==> config.mk <==
export PLATFORM = sky130hd
export DESIGN_NAME = ogdsclk_fwd
export DESIGN_NICKNAME = d
export VERILOG_FILES = /design/src/rtl/clkfwd_pkg.sv /design/src/rtl/ogdsbuf_tech.sv /design/src/rtl/ogdsclk_fwd.sv
export SDC_FILE = /design/constraint.sdc
export NUM_CORES = 1
export LEC_CHECK = 0
export CAP_MARGIN = 20
export CELL_PAD_IN_SITES_DETAIL_PLACEMENT = 1
export CELL_PAD_IN_SITES_GLOBAL_PLACEMENT = 1
export CORE_MARGIN = 4
export CORE_UTILIZATION = 40
export CTS_CLUSTER_SIZE = 28
export DETAILED_ROUTE_END_ITERATION = 10
export GPL_ROUTABILITY_DRIVEN = 0
export PLACE_DENSITY_LB_ADDON = 0.12
export SYNTH_ARGS = -nofsm -noshare
export SYNTH_HDL_FRONTEND = slang
export SYNTH_SLANG_ARGS = --single-unit
export TNS_END_PERCENT = 10
==> constraint.sdc <==
create_clock -name i_clk -period 2.55 [get_ports i_clk]
set_clock_uncertainty 0.1 [all_clocks]
set_input_delay 0.255 -clock i_clk [delete_from_list [all_inputs] [get_ports i_clk]]
set_output_delay 0.255 -clock i_clk [all_outputs]
set_load 0.03 [all_outputs]
==> src/rtl/clkfwd_pkg.sv <==
// ============================================================================
// Module   : clkfwd_pkg
// Purpose  : Shared types and constants for the forwarded-clock generator
//            (state encoding, default field widths, idle output level).
// Ports    : none (package)
// Revision : 1.0 - initial release
// ============================================================================
`default_nettype none

package clkfwd_pkg;

   // Forwarded-clock FSM states.
   typedef enum logic [1:0] {
      IDLE = 2'd0,
      RUN  = 2'd1,
      STOP = 2'd2
   } state_t;

   // Default width of the half-period divider field.
   localparam int DEF_DIV_WIDTH   = 8;
   // Default width of the burst-length field (burst build only).
   localparam int DEF_BURST_WIDTH = 16;

   // Level of the positive leg while the clock is not running.
   localparam logic IDLE_LEVEL = 1'b0;

endpackage : clkfwd_pkg

`default_nettype wire

==> src/rtl/ogdsbuf_tech.sv <==
// ============================================================================
// Module   : ogdsbuf_tech
// Purpose  : Technology wrapper for the differential clock output buffer.
//            Default build is an inferred pass-through of both registered
//            legs; defining CLKFWD_TECH_KC705 selects the KC705 differential
//            output primitive. Purely combinational.
// Ports    : i_clk_p  - registered positive leg
//            i_clk_n  - registered negative leg (complement)
//            o_pad_p  - positive output pad
//            o_pad_n  - negative output pad
// Revision : 1.0 - initial release
// ============================================================================
`default_nettype none

module ogdsbuf_tech (
   input  logic i_clk_p,
   input  logic i_clk_n,
   output logic o_pad_p,
   output logic o_pad_n
);

`ifdef CLKFWD_TECH_KC705
   // The primitive derives its complementary pad internally from I; the
   // separately registered n leg is only consumed by the inferred model.
   OBUFDS #(
      .IOSTANDARD ("LVDS_25")
   ) u_obufds (
      .I  (i_clk_p),
      .O  (o_pad_p),
      .OB (o_pad_n)
   );
`else
   assign o_pad_p = i_clk_p;
   assign o_pad_n = i_clk_n;
`endif

endmodule : ogdsbuf_tech

`default_nettype wire

==> src/rtl/ogdsclk_fwd.sv <==
// ============================================================================
// Module   : ogdsclk_fwd
// Purpose  : Forwarded-clock generator. Divides i_clk by an integer
//            half-period (i_div+1), starts and stops glitch-free (the high
//            phase is never shortened) and drives matched registered p/n legs
//            into a differential output buffer.
// Config   : CLKFWD_BURST_EN - adds i_burst; the clock stops by itself after
//            the requested number of high pulses (0 = unlimited) and a new
//            start then needs i_ena to have been seen low.
// Ports    : i_clk     - system clock, all logic rising-edge
//            i_rst     - synchronous reset, active-high
//            i_ena     - request forwarded clock running
//            i_div     - half-period minus one, sampled at start only
//            i_burst   - pulse count, 0 = unlimited (CLKFWD_BURST_EN only)
//            o_clk_p   - forwarded clock, positive leg
//            o_clk_n   - forwarded clock, negative leg
//            o_running - FSM in RUN
//            o_busy    - FSM not in IDLE
// Revision : 1.0 - initial release
// ============================================================================
`default_nettype none

module ogdsclk_fwd
   import clkfwd_pkg::*;
#(
   parameter int DIV_WIDTH   = DEF_DIV_WIDTH
`ifdef CLKFWD_BURST_EN
   ,
   parameter int BURST_WIDTH = DEF_BURST_WIDTH
`endif
) (
   input  logic                   i_clk,
   input  logic                   i_rst,
   input  logic                   i_ena,
   input  logic [DIV_WIDTH-1:0]   i_div,
`ifdef CLKFWD_BURST_EN
   input  logic [BURST_WIDTH-1:0] i_burst,
`endif
   output logic                   o_clk_p,
   output logic                   o_clk_n,
   output logic                   o_running,
   output logic                   o_busy
);

   state_t               state;
   logic                 level;      // logical clock level driving the FSM
   logic [DIV_WIDTH-1:0] cnt;        // position inside the current half-period
   logic [DIV_WIDTH-1:0] div_r;      // half-period length latched at start
   logic                 leg_p;      // registered positive leg
   logic                 leg_n;      // registered negative leg
   logic                 running;
   logic                 busy;

   logic                 toggle;     // last cycle of the current half-period
   logic                 start;      // IDLE -> RUN request
   logic                 self_stop;  // burst exhausted on this falling toggle

   assign toggle = (cnt == div_r);

`ifdef CLKFWD_BURST_EN
   logic [BURST_WIDTH-1:0] rem;      // remaining high pulses, 0 = unlimited
   logic                   armed;    // i_ena seen low since last self-stop

   assign start     = i_ena & armed;
   assign self_stop = (state == RUN) & i_ena & toggle & level &
                      (rem == BURST_WIDTH'(1));

   always_ff @(posedge i_clk) begin
      if (i_rst) begin
         rem   <= '0;
         armed <= 1'b1;
      end else begin
         // A low i_ena always re-arms; a self-stop disarms until then.
         if (!i_ena) begin
            armed <= 1'b1;
         end else if (self_stop) begin
            armed <= 1'b0;
         end

         if (state == IDLE) begin
            if (start) begin
               rem <= i_burst;
            end
         end else if ((state == RUN) && toggle && level && (rem != '0)) begin
            rem <= rem - BURST_WIDTH'(1);
         end
      end
   end
`else
   assign start     = i_ena;
   assign self_stop = 1'b0;
`endif

   // Single FSM process. Output registers are written in the same branches
   // as state/level so that the p/n legs carry the new level on the same
   // edge; later assignments in a branch override earlier ones.
   always_ff @(posedge i_clk) begin
      if (i_rst) begin
         state   <= IDLE;
         level   <= IDLE_LEVEL;
         cnt     <= '0;
         div_r   <= '0;
         leg_p   <= IDLE_LEVEL;
         leg_n   <= ~IDLE_LEVEL;
         running <= 1'b0;
         busy    <= 1'b0;
      end else begin
         cnt <= cnt + DIV_WIDTH'(1);

         case (state)
            IDLE: begin
               cnt <= '0;
               if (start) begin
                  state   <= RUN;
                  level   <= 1'b1;
                  div_r   <= i_div;
                  leg_p   <= 1'b1;
                  leg_n   <= 1'b0;
                  running <= 1'b1;
                  busy    <= 1'b1;
               end
            end

            RUN: begin
               if (toggle) begin
                  cnt   <= '0;
                  level <= ~level;
                  leg_p <= ~level;
                  leg_n <= level;
               end

               if (!i_ena) begin
                  // Stop at once if the output is (or is about to be) low;
                  // otherwise finish the high phase that is, or is about
                  // to be, on the wire.
                  if (toggle == level) begin
                     state   <= IDLE;
                     level   <= IDLE_LEVEL;
                     cnt     <= '0;
                     leg_p   <= IDLE_LEVEL;
                     leg_n   <= ~IDLE_LEVEL;
                     running <= 1'b0;
                     busy    <= 1'b0;
                  end else begin
                     state   <= STOP;
                     running <= 1'b0;
                  end
               end else if (self_stop) begin
                  state   <= IDLE;
                  running <= 1'b0;
                  busy    <= 1'b0;
               end
            end

            STOP: begin
               if (toggle) begin
                  state   <= IDLE;
                  level   <= IDLE_LEVEL;
                  cnt     <= '0;
                  leg_p   <= IDLE_LEVEL;
                  leg_n   <= ~IDLE_LEVEL;
                  busy    <= 1'b0;
               end
            end

            default: begin
               state   <= IDLE;
               level   <= IDLE_LEVEL;
               cnt     <= '0;
               leg_p   <= IDLE_LEVEL;
               leg_n   <= ~IDLE_LEVEL;
               running <= 1'b0;
               busy    <= 1'b0;
            end
         endcase
      end
   end

   assign o_running = running;
   assign o_busy    = busy;

   ogdsbuf_tech u_obuf (
      .i_clk_p (leg_p),
      .i_clk_n (leg_n),
      .o_pad_p (o_clk_p),
      .o_pad_n (o_clk_n)
   );

endmodule : ogdsclk_fwd

`default_nettype wire

==> impl_metrics.yaml <==
die:
  rows: 18
  dieWidth_um: 60.7
  dieArea_um2: 3680
  initial_core_util_pct: 43.2
  ioPinCount: 15
  die_h_um: 60.7
  core_area_um2: 2570
clock_network:
  clk_path_buf_depth: 2
  htreeDepth: 1
  insertion_delay_ns: 0.33
  clk_pin_slew_ns: 0.14
  cts_resized: 0
  hold_buffers: 0
  cts.sinks: 23
  cts_made_buffers: 3
  cts_tree: "built"
  post_cts.repair.setup_buffers: 0
  root_buffer: "clkbuf_4"
logic_synthesis:
  synth_cell_types: 25
  synth_top_cell_by_area: "dfxtp_1"
  synth_area_um2: 1110
  yosys_warnings: 0
  synth_top_area_share_pct: 41.5
  synthFlopType: "dfxtp_1"
  synth.area.top_cells: "dfxtp_1 (41%), xor2_1 (10%), nand3_1 (6.8%), nand2_1 (5.1%), a21oi_1 (5.0%)"
  synth_seq_cells: 23
  seq_area_frac_synth_pct: 41.5
  synth_edf_count: 0
  netlist_instances: 129
  syn_area_per_cell_um2: 8.60
  ys_async_sr_fraction_pct: 0
  syn_nets: 144
setup_path:
  path_buf_inv: 0
  r2r.worst_path.cells: 6
  rrSetupSlack_ns: 0.49
  crit_arrival_ns: 2.24
  slowest_delay_ns: 0.48
  critPathCaptureType: "flip-flop"
  r2r_start: "cnt[0]"
  path_max_fanout: 8
  path_delay_family: "simple AND/OR/NAND/NOR gates"
  r2r_end: "state[1]"
  critPathKind: "flip-flop to flip-flop"
  cp_slowest_cell: "dfxtp_1"
  crit_chain: "xor2_1 > nor4_2 > nand2_2 > a221oi_2 > mux2_4 > nor2_2"
  cp.required_ns: 2.73
  cp-start-kind: "flip-flop"
layout:
  n_antenna_cell: 0
  nNetsFinal: 164
  multi_input_area_um2: 616
  ff_latch_area_um2: 460
  final_cell_mix: "dfxtp_1 (23), nand3_1 (15), nand2_1 (15)"
  final_common_cell: "dfxtp_1"
  synthToLayoutAreaGrowth_pct: 20.2
  fin_area_um2: 1330
  fillers: 315
  drive_gt1_share_pct: 10.1
global_routing:
  grt-ovfl-total: 0
  grt_pass1_wl_mm: 4.64
  grt_use_total_pct: 16.9
  grt_pass1_vias: 1006
  grt_antenna_before_repair: 0
  grt_max_degree: 14
route:
  wl_per_cell_um: 14.6
  drc_errors: 0
  vias: 966
  ant_nets: 0
  drtIter0Drc: 20
  drt_first_pass_iters: 4
  viasPerCell: 5.43
  wirelength_mm: 2.60
power:
  p_switching_uw: 391
  p_sw_share_pct: 38.1
  p_seq_share_pct: 43.9
  p_int_uw: 637
  p_leak_nw: 0.559
  p_per_area_nw_per_um2: 770
  clkPwrFrac_pct: 17.6
  pwr-share-comb_pct: 38.5
  vdd_drop_max_uv: 434
timing:
  final_hold_viol_count: 0
  setup_violations: 0
  slew_headroom_pct: 75.7
  post-route-period-util_pct: 81.0
  fmax_mhz: 484
  finalSetupTns_ns: 0
  min_period_ns: 2.06
  maxSlewViolCount: 0
  worst_slew_pin_slew_ns: 0.364
  layout_setup_ws_ns: 0.486
  rsz0062_at_grt: "false"
min_path:
  hold_path_class: "flip-flop to flip-flop"
  min_path_cells: 2
  hp-start: "div_r[6]"
  min_to: "div_r[6]"
job:
  drv_cap: 0
placement:
  hpwl_mm: 1.94
  dp_slack_ns: 0.529
  port_buffers: 14
  dpl-instance-area_um2: 1310
outcome:
  status: "completed"
synth_stat cells (2+ instances only):
| master | instances |
|---|---|
| nand2b_1 | 2 |
| xor2_1 | 13 |
| nor4_2 | 2 |
| clkbuf_1 | 3 |
| a21oi_1 | 11 |
| o21ai_0 | 3 |
| mux2_4 | 2 |
| dfxtp_1 | 23 |
| nor2_1 | 14 |
| and3_1 | 2 |
| ha_1 | 4 |
| inv_1 | 6 |
| nand3_1 | 15 |
| nand2_1 | 15 |
| a31oi_1 | 2 |
| a311oi_1 | 3 |
cell type report:
cell class / instances / area share (%)
multi-input combinational: 97 / 46.2
sequential: 23 / 34.5
timing repair buffer: 18 / 12.8
tap: 30 / 2.81
clock buffer: 3 / 1.69
inverter: 6 / 1.69
clock inverter: 1 / 0.375
metal layers:
metal,GRT usage [%],part of all wire [%],wire length [um]
met3,4.26,3.8,99
met1,24.1,52,1350
met2,24.3,42,1100
met5,0,0,0
met4,6.50,1.8,46
tightest hold or removal path: stages (launching register included):
cell     delay, ns
dfxtp_1       0.34
nand2_1       0.05
a21oi_1       0.05
cell families after synthesis:
family	Yosys count	synth area share, %
simple gates	54	23.4
mux	2	2.71
fa+ha+maj	4	4.51
xor+xnor	14	11.0
buf+inv	9	3.04
flops	23	41.5
compound gates	23	13.8
flip-flops by register name, indices dropped and copies added, names as in the netlist:
name / cells
o_running: 1
leg_n: 1
o_busy: 1
cnt: 8
level: 1
state: 2
div_r: 8
leg_p: 1
per-stage QoR:
stage               utilization [%]  power [mW]  std cells  hold slack (ns)
CTS                            51.9        1.03        178            0.380
detailed placement             50.9       0.855        174            0.363
finish                         51.9        1.03        178            0.378
global route                   51.9        1.10        178            0.393
global placement               50.9       0.842        174            0.358
floorplan                         -       0.722        129            0.227
power by group through the flow:
stage	registers (mW)	logic (mW)	clock network, mW
3_3_place_gp	0.457	0.385	0
6_report	0.451	0.396	0.181
2_1_floorplan	0.494	0.228	0
3_5_place_dp	0.460	0.395	0
5_1_grt	0.460	0.441	0.203
4_1_cts	0.452	0.398	0.184
worst max path at each step:
stage | from | end | slack [ns] | depth (start not counted)
floorplan | cnt[5] | state[1] | 0.72 | 6
global placement | cnt[5] | state[1] | 0.57 | 6
detailed placement | cnt[0] | state[1] | 0.53 | 6
CTS | cnt[0] | state[1] | 0.51 | 6
global route | cnt[0] | state[1] | 0.35 | 6
finish | cnt[0] | state[1] | 0.49 | 6
(Power assumes the default switching activity.)
